==> src/rtl/branch_predictor_if.sv <==
// Branch prediction bundle between fetch/execute and the predictor.
// The master drives IF lookups and EX resolutions; the slave predicts.
interface branch_predictor_if;
    logic        i_stall;
    logic [31:0] i_if_pc;
    logic        i_if_is_branch;
    logic [15:0] i_if_imm;
    logic        i_flush;
    logic        i_ex_branch;
    logic        i_ex_branch_taken;
    logic        i_ex_mispredicted;
    logic        o_prediction;
    logic [31:0] o_target_addr;
    logic        o_stall_req;
    logic        o_redirect;
    logic [31:0] o_redirect_pc;
    logic        o_underflow;

    modport master (
        output i_stall, i_if_pc, i_if_is_branch, i_if_imm, i_flush,
        output i_ex_branch, i_ex_branch_taken, i_ex_mispredicted,
        input  o_prediction, o_target_addr, o_stall_req,
        input  o_redirect, o_redirect_pc, o_underflow
    );

    modport slave (
        input  i_stall, i_if_pc, i_if_is_branch, i_if_imm, i_flush,
        input  i_ex_branch, i_ex_branch_taken, i_ex_mispredicted,
        output o_prediction, o_target_addr, o_stall_req,
        output o_redirect, o_redirect_pc, o_underflow
    );
endinterface

==> src/rtl/branch_predictor.sv <==
// Bimodal branch predictor: 2-bit counter BHT plus a FIFO of
// in-flight predicted branches resolved in order by EX.
module branch_predictor #(
    parameter int BHT_INDEX_BITS = 6,
    parameter int FIFO_DEPTH     = 4
) (
    input  logic               clk,
    input  logic               reset,
    branch_predictor_if.slave  bp
);
    localparam int BHT_SIZE = 1 << BHT_INDEX_BITS;
    localparam int CW = $clog2(FIFO_DEPTH + 1);
    localparam int PW = $clog2(FIFO_DEPTH);
    localparam logic [CW-1:0] FULL = CW'(FIFO_DEPTH);

    typedef logic [BHT_INDEX_BITS-1:0] idx_t;

    typedef struct packed {
        idx_t        idx;
        logic        pred;
        logic [31:0] pc4;
        logic [31:0] target;
    } entry_t;

    logic [1:0]    bht_q  [BHT_SIZE];
    logic [1:0]    bht_d  [BHT_SIZE];
    entry_t        fifo_q [FIFO_DEPTH];
    entry_t        fifo_d [FIFO_DEPTH];
    logic [PW-1:0] head_q, head_d;
    logic [PW-1:0] tail_q, tail_d;
    logic [CW-1:0] count_q, count_d;
    logic          underflow_q, underflow_d;

    idx_t        if_idx;
    logic [31:0] if_pc4;
    logic [31:0] if_target;
    logic        if_pred;
    entry_t      head;
    logic [1:0]  head_ctr;
    logic        nonempty, full, pop, redirect, clear, push;

    always_comb begin
        if_idx    = bp.i_if_pc[BHT_INDEX_BITS+1:2];
        if_pc4    = bp.i_if_pc + 32'd4;
        if_target = if_pc4 + {{14{bp.i_if_imm[15]}}, bp.i_if_imm, 2'b00};
        if_pred   = bp.i_if_is_branch & bht_q[if_idx][1];
        head      = fifo_q[head_q];
        head_ctr  = bht_q[head.idx];
        nonempty  = (count_q != '0);
        full      = (count_q == FULL);
        pop       = bp.i_ex_branch & nonempty;
        redirect  = pop & bp.i_ex_mispredicted;
        // Redirect and flush both squash everything younger than EX.
        clear     = bp.i_flush | redirect;
        push      = bp.i_if_is_branch & ~bp.i_stall & ~full & ~clear;
    end

    assign bp.o_prediction  = if_pred;
    assign bp.o_target_addr = if_target;
    assign bp.o_stall_req   = full;
    assign bp.o_redirect    = redirect;
    assign bp.o_redirect_pc = bp.i_ex_branch_taken ? head.target : head.pc4;
    assign bp.o_underflow   = underflow_q;

    always_comb begin
        bht_d       = bht_q;
        fifo_d      = fifo_q;
        head_d      = head_q;
        tail_d      = tail_q;
        count_d     = count_q;
        underflow_d = underflow_q | (bp.i_ex_branch & ~nonempty);

        if (pop) begin
            unique case (1'b1)
                bp.i_ex_branch_taken && head_ctr != 2'b11:
                    bht_d[head.idx] = head_ctr + 2'd1;
                !bp.i_ex_branch_taken && head_ctr != 2'b00:
                    bht_d[head.idx] = head_ctr - 2'd1;
                default: ;
            endcase
        end

        if (clear) begin
            head_d  = '0;
            tail_d  = '0;
            count_d = '0;
        end else begin
            if (push) begin
                fifo_d[tail_q] = '{idx: if_idx, pred: if_pred,
                                   pc4: if_pc4, target: if_target};
                tail_d = tail_q + 1'b1;
            end
            if (pop) head_d = head_q + 1'b1;
            count_d = count_q + CW'(push) - CW'(pop);
        end
    end

    always_ff @(posedge clk or negedge reset) begin
        if (!reset) begin
            for (int i = 0; i < BHT_SIZE; i++) bht_q[i] <= 2'b01;
            for (int i = 0; i < FIFO_DEPTH; i++) fifo_q[i] <= '0;
            head_q      <= '0;
            tail_q      <= '0;
            count_q     <= '0;
            underflow_q <= 1'b0;
        end else begin
            bht_q       <= bht_d;
            fifo_q      <= fifo_d;
            head_q      <= head_d;
            tail_q      <= tail_d;
            count_q     <= count_d;
            underflow_q <= underflow_d;
        end
    end
endmodule
==> src/flat_wrapper.sv <==
// flat-port wrapper written by rule: the top's interface ports become plain ports
module branch_predictor_flat 
#(
    parameter int BHT_INDEX_BITS = 6,
    parameter int FIFO_DEPTH     = 4
)
  (clk, reset, bp_i_stall, bp_i_if_pc, bp_i_if_is_branch, bp_i_if_imm, bp_i_flush, bp_i_ex_branch, bp_i_ex_branch_taken, bp_i_ex_mispredicted, bp_o_prediction, bp_o_target_addr, bp_o_stall_req, bp_o_redirect, bp_o_redirect_pc, bp_o_underflow);
  branch_predictor_if bp_i ();
  input  logic clk;
  input  logic reset;
  input wire logic [$bits(bp_i.i_stall)-1:0] bp_i_stall;
  input wire logic [$bits(bp_i.i_if_pc)-1:0] bp_i_if_pc;
  input wire logic [$bits(bp_i.i_if_is_branch)-1:0] bp_i_if_is_branch;
  input wire logic [$bits(bp_i.i_if_imm)-1:0] bp_i_if_imm;
  input wire logic [$bits(bp_i.i_flush)-1:0] bp_i_flush;
  input wire logic [$bits(bp_i.i_ex_branch)-1:0] bp_i_ex_branch;
  input wire logic [$bits(bp_i.i_ex_branch_taken)-1:0] bp_i_ex_branch_taken;
  input wire logic [$bits(bp_i.i_ex_mispredicted)-1:0] bp_i_ex_mispredicted;
  output wire logic [$bits(bp_i.o_prediction)-1:0] bp_o_prediction;
  output wire logic [$bits(bp_i.o_target_addr)-1:0] bp_o_target_addr;
  output wire logic [$bits(bp_i.o_stall_req)-1:0] bp_o_stall_req;
  output wire logic [$bits(bp_i.o_redirect)-1:0] bp_o_redirect;
  output wire logic [$bits(bp_i.o_redirect_pc)-1:0] bp_o_redirect_pc;
  output wire logic [$bits(bp_i.o_underflow)-1:0] bp_o_underflow;
  assign bp_i.i_stall = bp_i_stall;
  assign bp_i.i_if_pc = bp_i_if_pc;
  assign bp_i.i_if_is_branch = bp_i_if_is_branch;
  assign bp_i.i_if_imm = bp_i_if_imm;
  assign bp_i.i_flush = bp_i_flush;
  assign bp_i.i_ex_branch = bp_i_ex_branch;
  assign bp_i.i_ex_branch_taken = bp_i_ex_branch_taken;
  assign bp_i.i_ex_mispredicted = bp_i_ex_mispredicted;
  assign bp_o_prediction = bp_i.o_prediction;
  assign bp_o_target_addr = bp_i.o_target_addr;
  assign bp_o_stall_req = bp_i.o_stall_req;
  assign bp_o_redirect = bp_i.o_redirect;
  assign bp_o_redirect_pc = bp_i.o_redirect_pc;
  assign bp_o_underflow = bp_i.o_underflow;
  branch_predictor #(.BHT_INDEX_BITS(BHT_INDEX_BITS), .FIFO_DEPTH(FIFO_DEPTH)) u_core (.clk(clk), .reset(reset), .bp(bp_i));
endmodule
==> config.mk <==
export PLATFORM = sky130hd
export DESIGN_NAME = branch_predictor_flat
export DESIGN_NICKNAME = d
export VERILOG_FILES = /design/src/rtl/branch_predictor_if.sv /design/src/rtl/branch_predictor.sv /design/src/flat_wrapper.sv
export SDC_FILE = /design/constraint.sdc
export NUM_CORES = 1
export LEC_CHECK = 0
export CORE_UTILIZATION = 55
export CTS_CLUSTER_DIAMETER = 60
export CTS_CLUSTER_SIZE = 24
export DETAILED_ROUTE_END_ITERATION = 6
export PLACE_DENSITY = 0.8
export SLEW_MARGIN = 25
export SYNTH_ARGS = -nofsm -noshare
export SYNTH_HDL_FRONTEND = slang
export SYNTH_SLANG_ARGS = --single-unit
==> constraint.sdc <==
create_clock -name clk -period 13.1 [get_ports clk]
set_input_delay 1.965 -clock clk [delete_from_list [all_inputs] [get_ports clk]]
set_output_delay 1.965 -clock clk [all_outputs]
set_load 0.01 [all_outputs]
==> impl_metrics.json <==
{
  "final.period_utilization": 0.7597,
  "seq_area_frac_synth": 0.4893,
  "syn2layout_area_growth_pct": 12.43,
  "cts_buffers": 30,
  "post-dp-hpwl_um": 34590,
  "yosys.area.top_type": "dfrtp_1",
  "critPathMaxFanout": 24,
  "startpoint": "bp_i_if_pc[2]",
  "dieHeight_um": 197.5,
  "fin_area_um2": 23640,
  "synth-edff-count": 0,
  "row_count": 71,
  "report.final.slew_viol_count": 0,
  "ys.flop_type": "dfrtp_1",
  "final_cell_mix": "dfrtp_1 (342), nand2_1 (221), o21ai_0 (191), mux2_2 (182), clkdlybuf4s50_1 (121)",
  "cts_max_level": 1,
  "post_route_cells_drive_above_1_share": 0.2204,
  "via_per_inst": 6.235,
  "cts_buffer_depth": 3,
  "clk_pin_slew_worst_paths_ns": 0.09,
  "die_x_um": 197.5,
  "synth_cells": 1845,
  "p_leak_nw": 10.34,
  "synthArstFlopShare": 1.000,
  "skew_ns": 0.04105,
  "finalSetupViolations": 0,
  "core_um2": 37670,
  "cts-root-buf": "clkbuf_16",
  "min_period_ns": 9.952,
  "r2r_start": "u_core.head_q[0]",
  "num-nets-final": 2004,
  "powerDensity_nw_per_um2": 209.6,
  "maxCapViolations": 0,
  "hold_path_class": "reg -> reg",
  "regArea_um2": 10300,
  "clk_latency_ns": 0.63,
  "io_pins": 124,
  "avgRoutedWirePerCell_um": 21.40,
  "layout_commonest_cell": "dfrtp_1",
  "grt_overflow": 0,
  "ctsHoldBuffers": 0,
  "first_iter_violations": 1300,
  "dr.pass1.iters": 6,
  "ys_ff_latch": 408,
  "synth.distinct_cells": 63,
  "hold_viol_final": 0,
  "cts_resized": 0,
  "peakVddDrop_mv": 0.2456,
  "place_area_um2": 22590,
  "place.gp.congestion": 0.9469,
  "syn_nets": 1945,
  "grtUsageTotal": 0.2729,
  "synth.area.top_cells": "dfrtp_1 (41%), mux2_2 (9.7%), mux4_2 (9.5%)",
  "cp.arrival_ns": 7.99,
  "grt_pass1_vias": 15220,
  "diodes": 0,
  "max_clock_freq_mhz": 100.5,
  "ant_nets": 0,
  "cts.sinks": 408,
  "finalSetupTns_ns": 0,
  "multi_input_area_um2": 10080,
  "crit_path_start_kind": "input pin",
  "initial_utilization": 0.5583,
  "antenna_found_initial": 1,
  "crit_path_end_kind": "primary output",
  "critical_path_required_ns": 11.14,
  "fillers": 2928,
  "rsz0062_at_grt": "false",
  "status": "finished, final reports clean",
  "synth_top_area_frac": 0.4094,
  "remaining_drc_errors": 0,
  "routed_wl_um": 52200,
  "vias": 15210,
  "worstHoldStart": "u_core.fifo_q[63]",
  "grt_pass1_wl_um": 83430,
  "post_cts_buffers": 0,
  "yosysWarningCount": 0,
  "dieArea_um2": 39020,
  "grt_max_degree": 89,
  "utilization": 0.6277,
  "syn_area_per_cell_um2": 11.40,
  "critPathKind": "in -> out",
  "port_buffers": 123,
  "cts_tree": "done",
  "worstMarginPinSlew_ns": 1.119,
  "syn_area_um2": 21030,
  "hold_path_depth": 2,
  "maxSlewHeadroom": 0.2511,
  "reg2reg_depth": 16
}
[layer usage]
metal,GRT usage,vias up,part of all wire
li1,-,6750,-
met1,0.3724,7693,0.42
met2,0.4387,605,0.48
met3,0.04303,158,0.064
met4,0.1094,2,0.042
met5,0,-,0.00021
[metrics by stage]
stage / worst slack [ns] / hold WS, ns / total power [W] / cells
after global placement: 3.360 / 0.4466 / 0.003877 / 2382
after floorplan: 5.405 / 0.4446 / 0.003267 / 1845
after global routing: 2.868 / 0.5026 / 0.005229 / 2439
final: 3.148 / 0.4808 / 0.004956 / 2439
after detailed placement: 3.155 / 0.4658 / 0.003968 / 2383
after CTS: 3.152 / 0.4835 / 0.004959 / 2439
[cells in the mapped netlist, types with 3 or more instances]
cell / number
dfrtp_1: 344
nand2_1: 225
o21ai_0: 191
mux2_2: 182
nor2_1: 114
mux4_2: 89
clkbuf_1: 77
a21oi_1: 70
dfstp_2: 64
inv_1: 54
mux2_1: 45
ha_1: 42
xnor2_1: 35
a22oi_1: 26
xor2_1: 25
buf_1: 24
nand3_1: 22
a21o_1: 18
and3_1: 18
and2_1: 14
a211oi_1: 12
a221oi_1: 12
nor2b_1: 12
a31oi_1: 11
mux2i_1: 11
nor3_1: 11
nand2b_1: 10
nand4_1: 10
buf_6: 8
a22o_1: 7
a2111oi_0: 6
o31ai_1: 6
and4_1: 5
a21boi_0: 3
nor3b_1: 3
or3_1: 3
[worst paths after layout]
check                                       endpoint  slack, ns
worst min register to register     u_core.fifo_q[63]       0.48
worst max register to register             flip-flop       5.76
worst min-delay path               u_core.fifo_q[63]       0.48
worst max-delay path            bp_o_target_addr[30]       3.15
min in group asynchronous           u_core.fifo_q[0]       1.34
max in group asynchronous           u_core.bht_q[91]       9.94
[report_power, final]
part           internal (W)  switching (W)  total, W
Combinational      0.000895        0.00116   0.00205
Sequential          0.00167       0.000247   0.00192
Clock              0.000457       0.000527  0.000984
[critical path, stage by stage]
cell             delay (ns)
clkdlybuf4s50_1        0.46
buf_4                  0.38
ha_1                   0.29
nand3_1                0.18
nor3_1                 0.72
and2_1                 0.26
and3_1                 0.18
xnor2_1                0.20
inv_1                  0.09
ha_1                   0.36
and2_1                 0.24
a21oi_1                0.14
o21ai_0                0.13
a2111oi_1              0.89
o31ai_1                0.19
a221oi_1               0.37
xor2_1                 0.32
inv_1                  0.11
clkdlybuf4s50_1        0.49
[area by class of cell]
type	count	share of cell area
clock inverter	25	0.01175
timing repair buffer	141	0.05859
clock buffer	31	0.03191
tap	511	0.02704
sequential	408	0.4356
inverter	54	0.008574
multi-input combinational	1269	0.4266
[logic make-up after synthesis]
| group | count (synthesis) | synth area share |
|---|---|---|
| AO/OA/AOI/OAI | 380 | 0.1065 |
| XOR/XNOR | 61 | 0.02606 |
| adder cells (fa/ha/maj) | 44 | 0.02690 |
| buffers and inverters | 168 | 0.03338 |
| flip-flops | 408 | 0.4893 |
| multiplexers | 327 | 0.2221 |
| AND/OR/NAND/NOR | 457 | 0.09574 |
(Power assumes the default switching activity.)
